## src/rtl/mem_arbiter.sv

```systemverilog
`timescale 1ns/1ps
// Two-port (fetch / data) arbiter in front of a single fixed-latency memory.
// Ties go to the port not served last; every access occupies LAT memory cycles.
module mem_arbiter #(
  parameter int unsigned ADDR_W = 32,
  parameter int unsigned DATA_W = 32,
  parameter int unsigned LAT    = 2
) (
  input  logic              clk,
  input  logic              reset,
  // Instruction-fetch port
  input  logic              i_req,
  input  logic [ADDR_W-1:0] i_addr,
  output logic              i_gnt,
  output logic              i_done,
  output logic [DATA_W-1:0] i_rdata,
  // Data port
  input  logic              d_req,
  input  logic              d_we,
  input  logic [ADDR_W-1:0] d_addr,
  input  logic [DATA_W-1:0] d_wdata,
  output logic              d_gnt,
  output logic              d_done,
  output logic [DATA_W-1:0] d_rdata,
  // Shared memory
  output logic              mem_en,
  output logic              mem_we,
  output logic [ADDR_W-1:0] mem_addr,
  output logic [DATA_W-1:0] mem_wdata,
  input  logic [DATA_W-1:0] mem_rdata,
  output logic              busy
);

  typedef enum logic [1:0] {StIdle, StServeI, StServeD} state_e;

  localparam logic [3:0] LatM1 = 4'(LAT - 1);

  state_e            state_q;
  logic [3:0]        cnt_q;
  logic              last_d_q;
  logic              i_gnt_q, d_gnt_q, i_done_q, d_done_q;
  logic              mem_en_q, mem_we_q;
  logic [ADDR_W-1:0] mem_addr_q;
  logic [DATA_W-1:0] mem_wdata_q, i_rdata_q, d_rdata_q;

  always_ff @(posedge clk or negedge reset) begin
    if (!reset) begin
      state_q     <= StIdle;
      cnt_q       <= 4'd0;
      last_d_q    <= 1'b0;
      i_gnt_q     <= 1'b0;
      d_gnt_q     <= 1'b0;
      i_done_q    <= 1'b0;
      d_done_q    <= 1'b0;
      mem_en_q    <= 1'b0;
      mem_we_q    <= 1'b0;
      mem_addr_q  <= '0;
      mem_wdata_q <= '0;
      i_rdata_q   <= '0;
      d_rdata_q   <= '0;
    end else begin
      i_gnt_q  <= 1'b0;
      d_gnt_q  <= 1'b0;
      i_done_q <= 1'b0;
      d_done_q <= 1'b0;
      case (state_q)
        StIdle: begin
          // D wins when alone, or on a tie when fetch was served last.
          if (d_req && (!i_req || !last_d_q)) begin
            state_q     <= StServeD;
            cnt_q       <= LatM1;
            last_d_q    <= 1'b1;
            d_gnt_q     <= 1'b1;
            mem_en_q    <= 1'b1;
            mem_we_q    <= d_we;
            mem_addr_q  <= d_addr;
            mem_wdata_q <= d_wdata;
          end else if (i_req) begin
            state_q    <= StServeI;
            cnt_q      <= LatM1;
            last_d_q   <= 1'b0;
            i_gnt_q    <= 1'b1;
            mem_en_q   <= 1'b1;
            mem_we_q   <= 1'b0;
            mem_addr_q <= i_addr;
          end
        end
        StServeI, StServeD: begin
          if (cnt_q == 4'd0) begin
            state_q  <= StIdle;
            mem_en_q <= 1'b0;
            mem_we_q <= 1'b0;
            if (state_q == StServeI) begin
              i_done_q  <= 1'b1;
              i_rdata_q <= mem_rdata;
            end else begin
              d_done_q <= 1'b1;
              if (!mem_we_q) d_rdata_q <= mem_rdata;
            end
          end else begin
            cnt_q <= cnt_q - 4'd1;
          end
        end
        default: state_q <= StIdle;
      endcase
    end
  end

  assign i_gnt     = i_gnt_q;
  assign d_gnt     = d_gnt_q;
  assign i_done    = i_done_q;
  assign d_done    = d_done_q;
  assign i_rdata   = i_rdata_q;
  assign d_rdata   = d_rdata_q;
  assign mem_en    = mem_en_q;
  assign mem_we    = mem_we_q;
  assign mem_addr  = mem_addr_q;
  assign mem_wdata = mem_wdata_q;
  assign busy      = (state_q != StIdle);

endmodule

```

## config.mk

```make
export PLATFORM = sky130hd
export DESIGN_NAME = mem_arbiter
export DESIGN_NICKNAME = d
export VERILOG_FILES = /design/src/rtl/mem_arbiter.sv
export SDC_FILE = /design/constraint.sdc
export NUM_CORES = 1
export LEC_CHECK = 0
export BUFFER_PORTS_ARGS = -buffer_cell sky130_fd_sc_hd__buf_2
export CAP_MARGIN = 20
export CORE_UTILIZATION = 40
export CTS_BUF_LIST = sky130_fd_sc_hd__clkbuf_4
export DETAILED_ROUTE_END_ITERATION = 10
export HOLD_SLACK_MARGIN = 0.05
export PLACE_DENSITY = 0.74
export SLEW_MARGIN = 20
export SYNTH_ARGS = -nofsm -noshare
export SYNTH_HDL_FRONTEND = slang
export SYNTH_SLANG_ARGS = --single-unit
```

## constraint.sdc

```tcl
create_clock -name clk -period 2.45 [get_ports clk]
set_clock_uncertainty 0.1 [all_clocks]
set_input_delay 0.245 -clock clk [delete_from_list [all_inputs] [get_ports clk]]
set_output_delay 0.245 -clock clk [all_outputs]
set_load 0.01 [all_outputs]
```

-- After elaboration in Yosys (flattened, before gate mapping)
Index checks and enable logic that the tools add are counted.
- $add $sub $neg: 1
- eq/ne operators: 5
- mux-type cells: 29
- bitwise logic cells: 2
- reduce and logical (&&, ||, !) cells: 17
- operator list (kind ; count):
    2-to-1 mux 32 bit ; 2
    2-to-1 mux 1 bit ; 17
    2-to-1 mux 4 bit ; 3
    AND reduction 3 bit ; 3
    case mux 4 bit (2 select lines) ; 1
    2-to-1 mux 2 bit ; 3
    AND reduction 2 bit ; 3
    nonzero test 2 bit ; 3
    zero test 4 bit ; 1
    != test 2 bit, second input constant ; 2
    case mux 1 bit (2 select lines) ; 2
    case mux 2 bit (2 select lines) ; 1
    AND reduction 4 bit ; 1
    subtractor 4 x 1 -> 4 bit, second input constant ; 1
    != test 3 bit, second input constant ; 1
    == test 2 x 1 -> 1 bit, second input constant ; 1
    == test 2 bit, second input constant ; 1
    zero test 1 bit ; 2
    zero test 2 bit ; 1
    inverter 1 bit ; 2
    OR reduction 2 bit ; 1
    logical AND 1 bit ; 1
    logical OR 1 bit ; 1
- register bits: 141
- input bits: 133
- output and inout bits: 135
- word-level logic and storage cells: 67

-- Logic depth before layout (Yosys ltp)
Gate-level depths: netlist of the first run.
- word-level depth: 5
- mapped depth: 7
- depth with buffers taken out: 6

-- Worst setup path before layout of the first run
OpenSTA, ideal clock, no wires.
- kind: register -> register
- from: register cnt_q[0]
- to: register d_rdata_q[10] (netlist: d_rdata[10])
- setup time: 0.125 ns
- arrival: 2.000 ns
- required time: 2.225 ns
- path slack: 0.225 ns
- stages on the path, launching flop included: 8
- buffers on the path: 2
- clock period less this slack: 2.225 ns
- cell sequence: dfrtp_1 -> inv_1 -> ha_1 -> or3b_4 -> or4_4 -> buf_6 -> buf_12 -> mux2_4
- longest elaborated chain between the ends: 2
- ends and longest elaborated chain (item ; line ; source):
    start: declaration ; 39 ; logic [3:0] cnt_q;
    start signal: assignment ; 71 ; cnt_q <= LatM1;
    start signal: assignment ; 80 ; cnt_q <= LatM1;
    start signal: assignment ; 101 ; cnt_q <= cnt_q - 4'd1;
    zero test 4 bit ; 89 ; if (cnt_q == 4'd0) begin
    AND reduction 4 bit (no source line) ; -- ;
    end signal: assignment ; 98 ; if (!mem_we_q) d_rdata_q <= mem_rdata;
    end: declaration ; 44 ; logic [DATA_W-1:0] mem_wdata_q, i_rdata_q, d_rdata_q;
Every way passes these cells.
A chain may end at the register's enable or synchronous reset.

-- Final worst setup path of the first run
Ends and elaborated chain as after synthesis.

==> impl_metrics.toml, run 1 <==
[timing]
setup_viol = 0
max_slew_margin_pct = 55.82
rsz0062_at_grt = "false"
drv_slew = 0
worst_pin_slew_ns = 0.6613
hold_viol_final = 0
tns_ns = 0
hold_ws_ns = 0.1504
clock.fmax_ghz = 0.4317
finalCriticalPeriod_ns = 2.317
final.period_utilization_pct = 94.56

[placed_design]
routabilityCongestion = 0.7902
dp.cells = 842
placement.io_buffers = 267
hpwl_um = 9837

[cts]
clock_sinks = 141
clock_path_buffers = 2
clkLatencyLatePin_ns = 0.51
cts.clk_slew.worst_paths_ns = 0.13
root_buffer = "clkbuf_4"
cts_tree = "built"
cts_buffers = 17
h-tree-depth = 4
cts_resized = 0

[layout]
multi_input_area_um2 = 2117
stdcell_count = 1004
diodes = 0
layout-drive-gt1-share_pct = 49.51
fill_cells = 1029
final_nets = 949
area_growth_pct = 56.10
regArea_um2 = 3528

[routing]
vias = 4879
detail_route.wl_per_cell_um = 16.12
drcViolationCount = 0
viasPerCell = 4.860
wirelength_um = 16180
drt_first_iter_violations = 172
ant_nets = 0
dr.pass1.iters = 4

[setup_path]
crit_path_end_kind = "flip-flop"
required_ns = 2.76
crit_type = "reg -> reg"
startpoint_type = "flip-flop"
reg2reg_depth = 6
crit_path_max_fanout = 32
cp_data_arrival_time_ns = 2.63

[yosys]
synth_seq_cells = 141
synthDistinctLibCells = 35
yosys_warnings = 0
synth_ff_type = "dfrtp_1"
yosys-top-cells-area = "dfrtp_1 (61%), mux2_2 (13%), mux2_4 (7.8%)"
avgSynthCellArea_um2 = 14.30
synth_area_um2 = 5806
synthCells = 406
async_flop_share_pct = 100.0
synth_top_cells_by_count = "dfrtp_1 (141), mux2_2 (66), o21ai_0 (38)"
synth-edff-count = 0
synth.largest_area_cell = "dfrtp_1"
synth_top_area_share_pct = 60.78
yosysSeqAreaShare_pct = 60.78
yosysMostFrequentCell = "dfrtp_1"
syn-num-nets = 542

[power]
p_switching_w = 0.003571
total_power_w = 0.01048
p_clk_share_pct = 18.5
pwr_density_cell_nw_per_um2 = 1156
seq_power_share_pct = 39.3
combPwrFrac_pct = 42.2
leakagePower_nw = 4.583
vdd_drop_max_mv = 0.4420
swShare_pct = 34.07
p_int_w = 0.006909

[global_route]
track_usage_pct = 21.83
grt_pass1_vias = 5125
grt_pass1_wl_um = 24870
antenna_found_initial = 0
gr-total-overflow = 0
grt_max_degree = 60

[floorplan]
io_pins = 268
core_um2 = 14040
start_util_pct = 41.34
die-area_um2 = 15000
die_w_um = 122.5
fp.dieH_um = 122.5
row_count = 43

[hold_path]
hold_class = "in -> async"

[status]
outcome = "complete, no violations"

[flow_run]
cap_violations = 0
==> repair_timing <==
action / in CTS / in global routing
hold buffers: 132 / 0
setup endpoints to repair: 0 / 0
buffers inserted: 0 / 0
endpoints found under the hold margin: 261 / 0
==> registers in the layout (all words and copies together) (netlist names), 2 cells and up <==
| name | flops |
|---|---|
| state_q | 2 |
| d_rdata | 32 |
| i_rdata | 32 |
| mem_wdata | 32 |
| cnt_q | 4 |
| mem_addr | 32 |
==> layout make-up <==
cell class,count,share of cell area (%)
Sequential cell,141,38.93
Inverter,8,0.3314
Timing Repair Buffer,410,30.72
Clock buffer,18,1.491
Tap cell,180,2.485
Clock inverter,12,2.678
Multi-Input combinational cell,235,23.36
==> worst paths after layout <==
check / startpoint / endpoint / slack (ns)
setup / recovery: cnt_q[0]$_DFFE_PN0P_ / d_rdata[10]$_DFFE_PN0P_ / 0.13
hold / removal: reset / i_rdata[15]$_DFFE_PN0P_ / 0.15
setup reg to reg: cnt_q[0]$_DFFE_PN0P_ / d_rdata[10]$_DFFE_PN0P_ / 0.13
hold reg to reg: mem_addr[24]$_DFFE_PN0P_ / mem_addr[24]$_DFFE_PN0P_ / 0.39
max in group asynchronous: reset / mem_addr[1]$_DFFE_PN0P_ / 1.38
min in group clk: d_wdata[6] / mem_wdata[6]$_DFFE_PN0P_ / 0.38
==> power groups by stage <==
| stage | sequential [W] | clock (W) | combinational (W) |
|---|---|---|---|
| after floorplan | 0.00459 | 0 | 0.00196 |
| after global placement | 0.00407 | 0 | 0.00406 |
| after detailed placement | 0.00413 | 0 | 0.00418 |
| after CTS | 0.00410 | 0.00200 | 0.00441 |
| after global routing | 0.00425 | 0.00210 | 0.00480 |
| final | 0.00412 | 0.00194 | 0.00442 |
==> cell families after synthesis <==
| family | after synthesis | share of synthesized area (%) |
|---|---|---|
| flip-flops | 141 | 60.78 |
| multiplexers | 129 | 26.25 |
| AND/OR/NAND/NOR | 54 | 4.418 |
| AO/OA/AOI/OAI | 49 | 4.871 |
| buffers and inverters | 30 | 3.039 |
| adder cells (fa/ha/maj) | 3 | 0.6466 |
==> cell usage in the layout, fill, tap and decap left out, types with 2 or more instances in the layout <==
master           n
bufinv_16        7
clkbuf_4        18
buf_12           3
nor2_1           2
nand2b_1         2
o21ai_0         37
o2bb2ai_1        2
dlygate4sd3_1  132
o211ai_1         2
mux2_2          66
mux2i_1         33
clkinv_1         3
dfrtp_1        141
inv_1            7
buf_2          266
nor3b_1          2
buf_4            8
nand2_1         37
mux2_4          30
ha_1             3
==> per-layer routing <==
layer  routed length, µm  global-route usage (%)
met1                6317                   23.43
met2                8415                   39.61
met3                1021                   5.623
met4                 427                   10.59
met5                   0                       0
==> worst max-delay path, cell delays in order, from the launching register on <==
cell,delay [ns]
dfrtp_1,0.41
inv_1,0.09
ha_1,0.20
or3b_4,0.43
or4_4,0.44
buf_12,0.21
mux2_4,0.32
==> stage by stage <==
stage | setup WS [ns] | util (%) | cell area (µm²)
2_1_floorplan | 0.2246 | - | 5806
3_3_place_gp | 0.2198 | 52.44 | 7363
3_5_place_dp | 0.1598 | 52.44 | 7363
4_1_cts | 0.1435 | 64.54 | 9062
5_1_grt | 0.08157 | 64.54 | 9062
6_report | 0.1334 | 64.54 | 9062
No activity file was read; power rests on OpenSTA's default activity.
==> inputs of run 2 (changes only) <==
--- a/config.mk
+++ b/config.mk
@@ -12,6 +12,7 @@
 export DETAILED_ROUTE_END_ITERATION = 10
 export HOLD_SLACK_MARGIN = 0.05
 export PLACE_DENSITY = 0.74
+export RECOVER_POWER = 50
 export SLEW_MARGIN = 20
 export SYNTH_ARGS = -nofsm -noshare
 export SYNTH_HDL_FRONTEND = slang
==> run 2 against run 1 <==
Clock power is essentially flat. Setup slack improved by 0.0016 ns. Clock-buffer cell count unchanged. Global-route usage stayed put. Non-clock buffer count unchanged. Critical endpoint unchanged. Hold slack gained 0.24 ns. Register-to-register slack about the same. Largest power group unchanged. Maximum frequency is essentially flat. Combinational power fell by 3%. Sequential power about the same. Sequential share of layout area is 0.41 points higher. Power shrank 1.3%. The run now ends with capacitance limit, slew limit left. Critical path type unchanged.
==> impl_metrics.toml, run 2 (synthesis gave the netlist of run 1 again) <==
[status]
outcome = "finished, violations left"
violations = "capacitance limit, slew limit"

[floorplan]
fp.dieH_um = 122.5
start_util_pct = 41.34
core_um2 = 14040
die-area_um2 = 15000
io_pins = 268
row_count = 43
die_w_um = 122.5

[timing]
setup_viol = 0
drv_slew = 59
final.period_utilization_pct = 94.49
clock.fmax_ghz = 0.4320
max_slew_margin_pct = -2.283
tns_ns = 0
hold_viol_final = 0
finalCriticalPeriod_ns = 2.315
worst_pin_slew_ns = 1.534
hold_ws_ns = 0.3855
rsz0062_at_grt = "false"

[cts]
cts.clk_slew.worst_paths_ns = 0.11
post-cts-setup-buffers = 0
cts_resized = 0
clock_path_buffers = 2
clkLatencyLatePin_ns = 0.51
cts_tree = "built"
cts_buffers = 17
h-tree-depth = 4
clock_sinks = 141
root_buffer = "clkbuf_4"

[global_route]
grt_pass1_wl_um = 24870
grt_max_degree = 60
gr-total-overflow = 0
grt_pass1_vias = 5125
track_usage_pct = 21.83
antenna_found_initial = 0

[hold_path]
hold_class = "in -> reg"

[layout]
final_nets = 949
fin_area_um2 = 8967
fill_cells = 1076
diodes = 0
layout-drive-gt1-share_pct = 41.38
mostFrequentLayoutCells = "buf_2 (199), dfrtp_1 (141), dlygate4sd3_1 (132)"
area_growth_pct = 54.46
layout_commonest_cell = "buf_2"

[placed_design]
placement.io_buffers = 267
placed_cell_area_um2 = 7363
hpwl_um = 9837
routabilityCongestion = 0.7902

[routing]
vias = 4877
wirelength_um = 16210
viasPerCell = 4.858
dr.pass1.iters = 5
ant_nets = 0
detail_route.wl_per_cell_um = 16.14
drt_first_iter_violations = 175
drcViolationCount = 0

[setup_path]
crit_path_end_kind = "flip-flop"
crit_type = "reg -> reg"
startpoint_type = "flip-flop"
crit_path_max_fanout = 32
required_ns = 2.76
reg2reg_slack_ns = 0.13
cp_data_arrival_time_ns = 2.63

[power]
p_int_w = 0.006760
vdd_drop_max_mv = 0.4371
swShare_pct = 34.67
seq_power_share_pct = 40.0
leakagePower_nw = 4.381
pwr_density_cell_nw_per_um2 = 1154
combPwrFrac_pct = 41.3
p_switching_w = 0.003587
p_clk_share_pct = 18.7

[flow_run]
cap_violations = 1
-- run 2: cell types whose count changed in the layout (fill, tap and decap cells not counted) --
cell	change
clkbuf_1	+67
clkbuf_2	+3
buf_2	-67
buf_6	-1
buf_4	-2
-- run 2: path summary, 6_finish.rpt --
kind / from / endpoint / depth (start not counted)
max: cnt_q[0]$_DFFE_PN0P_ / d_rdata[10]$_DFFE_PN0P_ / 6
min: d_wdata[6] / mem_wdata[6]$_DFFE_PN0P_ / 3
max reg2reg: cnt_q[0]$_DFFE_PN0P_ / d_rdata[10]$_DFFE_PN0P_ / 6
min reg2reg: mem_addr[7]$_DFFE_PN0P_ / mem_addr[7]$_DFFE_PN0P_ / 2
max in group asynchronous: reset / mem_addr[1]$_DFFE_PN0P_ / 3
min in group asynchronous: reset / d_rdata[15]$_DFFE_PN0P_ / 2
-- run 2: metal layers --
layer	global-route usage (%)	share of wire (%)	up-vias
met5	0	0	-
met4	10.59	2.7	0
met3	5.623	6.2	40
met2	39.61	52	218
met1	23.43	39	2371
li1	-	-	2248
-- run 2: repair_timing --
| action | 4_1_cts | 5_1_grt |
|---|---|---|
| setup endpoints to repair | 0 | 0 |
| hold buffers | 132 | 0 |
| hold endpoints to repair | 261 | 0 |
-- run 2: layout make-up --
type                    instances  area (µm²)  share of cell area, %
repair buffers                410        2689                  29.98
inverters                       8       30.03                 0.3349
flip-flops and latches        141        3528                  39.35
well taps                     180       225.2                  2.512
clock buffers                  18       135.1                  1.507
clock inverters                12       242.7                  2.707
multi-input cells             235        2117                  23.61
-- run 2: worst max-delay path: stages (launching register included) --
cell and delay (ns):
dfrtp_1 0.41, inv_1 0.09, ha_1 0.20, or3b_4 0.42
or4_4 0.44, buf_12 0.21, mux2_4 0.32
-- run 2: power by group through the flow --
stage / registers (W) / clock network (W) / logic, W
after floorplan: 0.00459 / 0 / 0.00196
after global placement: 0.00407 / 0 / 0.00406
after detailed placement: 0.00413 / 0 / 0.00418
after CTS: 0.00410 / 0.00200 / 0.00441
after global routing: 0.00427 / 0.00210 / 0.00465
final: 0.00414 / 0.00193 / 0.00428
-- run 2: metrics by stage --
stage	utilization (%)	setup WS (ns)	power, W	instances
floorplan	-	0.2246	0.006553	406
global placement	52.44	0.2198	0.008125	842
detailed placement	52.44	0.1598	0.008312	842
CTS	64.54	0.1435	0.01051	1004
global route	63.86	0.08157	0.01102	1004
finish	63.86	0.1349	0.01035	1004
==> inputs of run 3 (changes only) <==
==> constraint.sdc (replaced) <==
create_clock -name clk -period 2.45 [get_ports clk]
set_clock_uncertainty 0.1 [all_clocks]
set_input_delay 0.735 -clock clk [delete_from_list [all_inputs] [get_ports clk]]
set_output_delay 0.735 -clock clk [all_outputs]
set_load 0.01 [all_outputs]
==> run 3 against run 2 <==
The flow now finishes without violations. Hold slack lost 0.053 ns. Via count decreased by 15%. First-iteration DRC count decreased by 1.7%.
==> impl_metrics.toml, run 3 (synthesis gave the netlist of run 1 again) <==
[status]
outcome = "complete, no violations"

[routing]
ant_nets = 0
drt_first_iter_violations = 172
drcViolationCount = 0
detail_route.wl_per_cell_um = 14.95
wirelength_um = 13080
dr.pass1.iters = 4
viasPerCell = 4.749
vias = 4155

[timing]
setup_viol = 0
clock.fmax_ghz = 0.4229
final.period_utilization_pct = 96.51
hold_viol_final = 0
rsz0062_at_grt = "false"
tns_ns = 0
drv_slew = 0
max_slew_margin_pct = 24.01
hold_ws_ns = 0.3325
worst_pin_slew_ns = 1.140
finalCriticalPeriod_ns = 2.364

[setup_path]
reg2reg_depth = 6
startpoint_type = "flip-flop"
crit_path_max_fanout = 32
crit_path_end_kind = "flip-flop"
crit_type = "reg -> reg"
required_ns = 2.76
cp_data_arrival_time_ns = 2.67

[global_route]
grt_pass1_wl_um = 19930
grt_pass1_vias = 4170
gr-total-overflow = 0
antenna_found_initial = 1
track_usage_pct = 17.46
grt_max_degree = 66

[layout]
fin_util_pct = 54.70
mostFrequentLayoutCells = "buf_2 (243), dfrtp_1 (141), mux2_2 (66)"
final_nets = 817
stdcell_count = 875
fill_cells = 1192
area_growth_pct = 32.31
layout-drive-gt1-share_pct = 55.62
layout_commonest_cell = "buf_2"

[hold_path]
worstHoldPathCells = 2
hold_class = "in -> reg"

[cts]
clock_sinks = 141
cts_buffers = 17
post-cts-setup-buffers = 0
cts.clk_slew.worst_paths_ns = 0.13
h-tree-depth = 4
clock_path_buffers = 2
cts_tree = "built"
clkLatencyLatePin_ns = 0.52
root_buffer = "clkbuf_4"

[power]
vdd_drop_max_mv = 0.5874
pwr_density_cell_nw_per_um2 = 1284
leakagePower_nw = 3.939
total_power_w = 0.009859

[floorplan]
die_w_um = 122.5
start_util_pct = 41.34
io_pins = 268
core_um2 = 14040
row_count = 43
fp.dieH_um = 122.5
die-area_um2 = 15000

[placed_design]
routabilityCongestion = 0.7513
placement.io_buffers = 267
dp.cells = 841
hpwl_um = 9694

[flow_run]
cap_violations = 0
[run 3: changes by cell type in the layout (fill, tap and decap cells not counted), sizes merged, moves of 3 or more]
cell         previous run  this run
buf                   208       251
clkinv                  4         8
bufinv                  7         4
dlygate4sd3           132         1
clkbuf                 88        44
[run 3: layout make-up]
cell class | count | area (µm²) | area share (%)
multi-input cells | 235 | 2127 | 27.69
clock inverters | 14 | 192.7 | 2.509
inverters | 8 | 30.03 | 0.3909
flip-flops and latches | 141 | 3528 | 45.94
clock buffers | 18 | 135.1 | 1.759
diodes | 1 | 2.502 | 0.03258
well taps | 180 | 225.2 | 2.932
repair buffers | 278 | 1440 | 18.75
[run 3: layer usage]
metal | GRT usage (%) | routed length, µm | share of wire (%) | vias up
li1 | - | - | - | 1987
met1 | 19.98 | 5342 | 41 | 1979
met2 | 29.42 | 6507 | 50 | 174
met3 | 6.134 | 1047 | 8.0 | 15
met4 | 7.546 | 187 | 1.4 | 0
met5 | 0 | 0 | 0 | -
[run 3: stage by stage]
stage | instance area, µm² | worst slack, ns
final | 7681 | 0.08558
after global routing | 7681 | 0.02110
after CTS | 7721 | 0.05428
after detailed placement | 7381 | 0.1468
after global placement | 7381 | 0.1913
after floorplan | 5806 | 0.1675
[run 3: worst paths after layout]
kind | startpoint | endpoint | slack (ns)
setup / recovery | cnt_q[0]$_DFFE_PN0P_ | d_rdata[4]$_DFFE_PN0P_ | 0.09
hold / removal | d_wdata[6] | mem_wdata[6]$_DFFE_PN0P_ | 0.33
setup reg to reg | cnt_q[0]$_DFFE_PN0P_ | d_rdata[4]$_DFFE_PN0P_ | 0.09
hold reg to reg | mem_addr[24]$_DFFE_PN0P_ | mem_addr[24]$_DFFE_PN0P_ | 0.39
max in group asynchronous | reset | i_rdata[19]$_DFFE_PN0P_ | 0.34
min in group asynchronous | reset | d_rdata[25]$_DFFE_PN0P_ | 0.86
[run 3: power by group]
group / internal (W) / switching [W]
logic: 0.00210 / 0.00202
clock network: 0.000823 / 0.000863
registers: 0.00346 / 0.000598
total: 0.00638 / 0.00348
[run 3: critical path: stages, from the launching register on]
cell	delay [ns]
dfrtp_1	0.42
inv_1	0.09
ha_1	0.20
or3b_1	0.44
or4_4	0.46
buf_12	0.20
mux2_4	0.33
[run 3: repair_timing]
action                     CTS  global route
setup endpoints to repair    1             1
hold endpoints to repair    42             0
gates resized for setup      1             1
hold buffers                 1             0
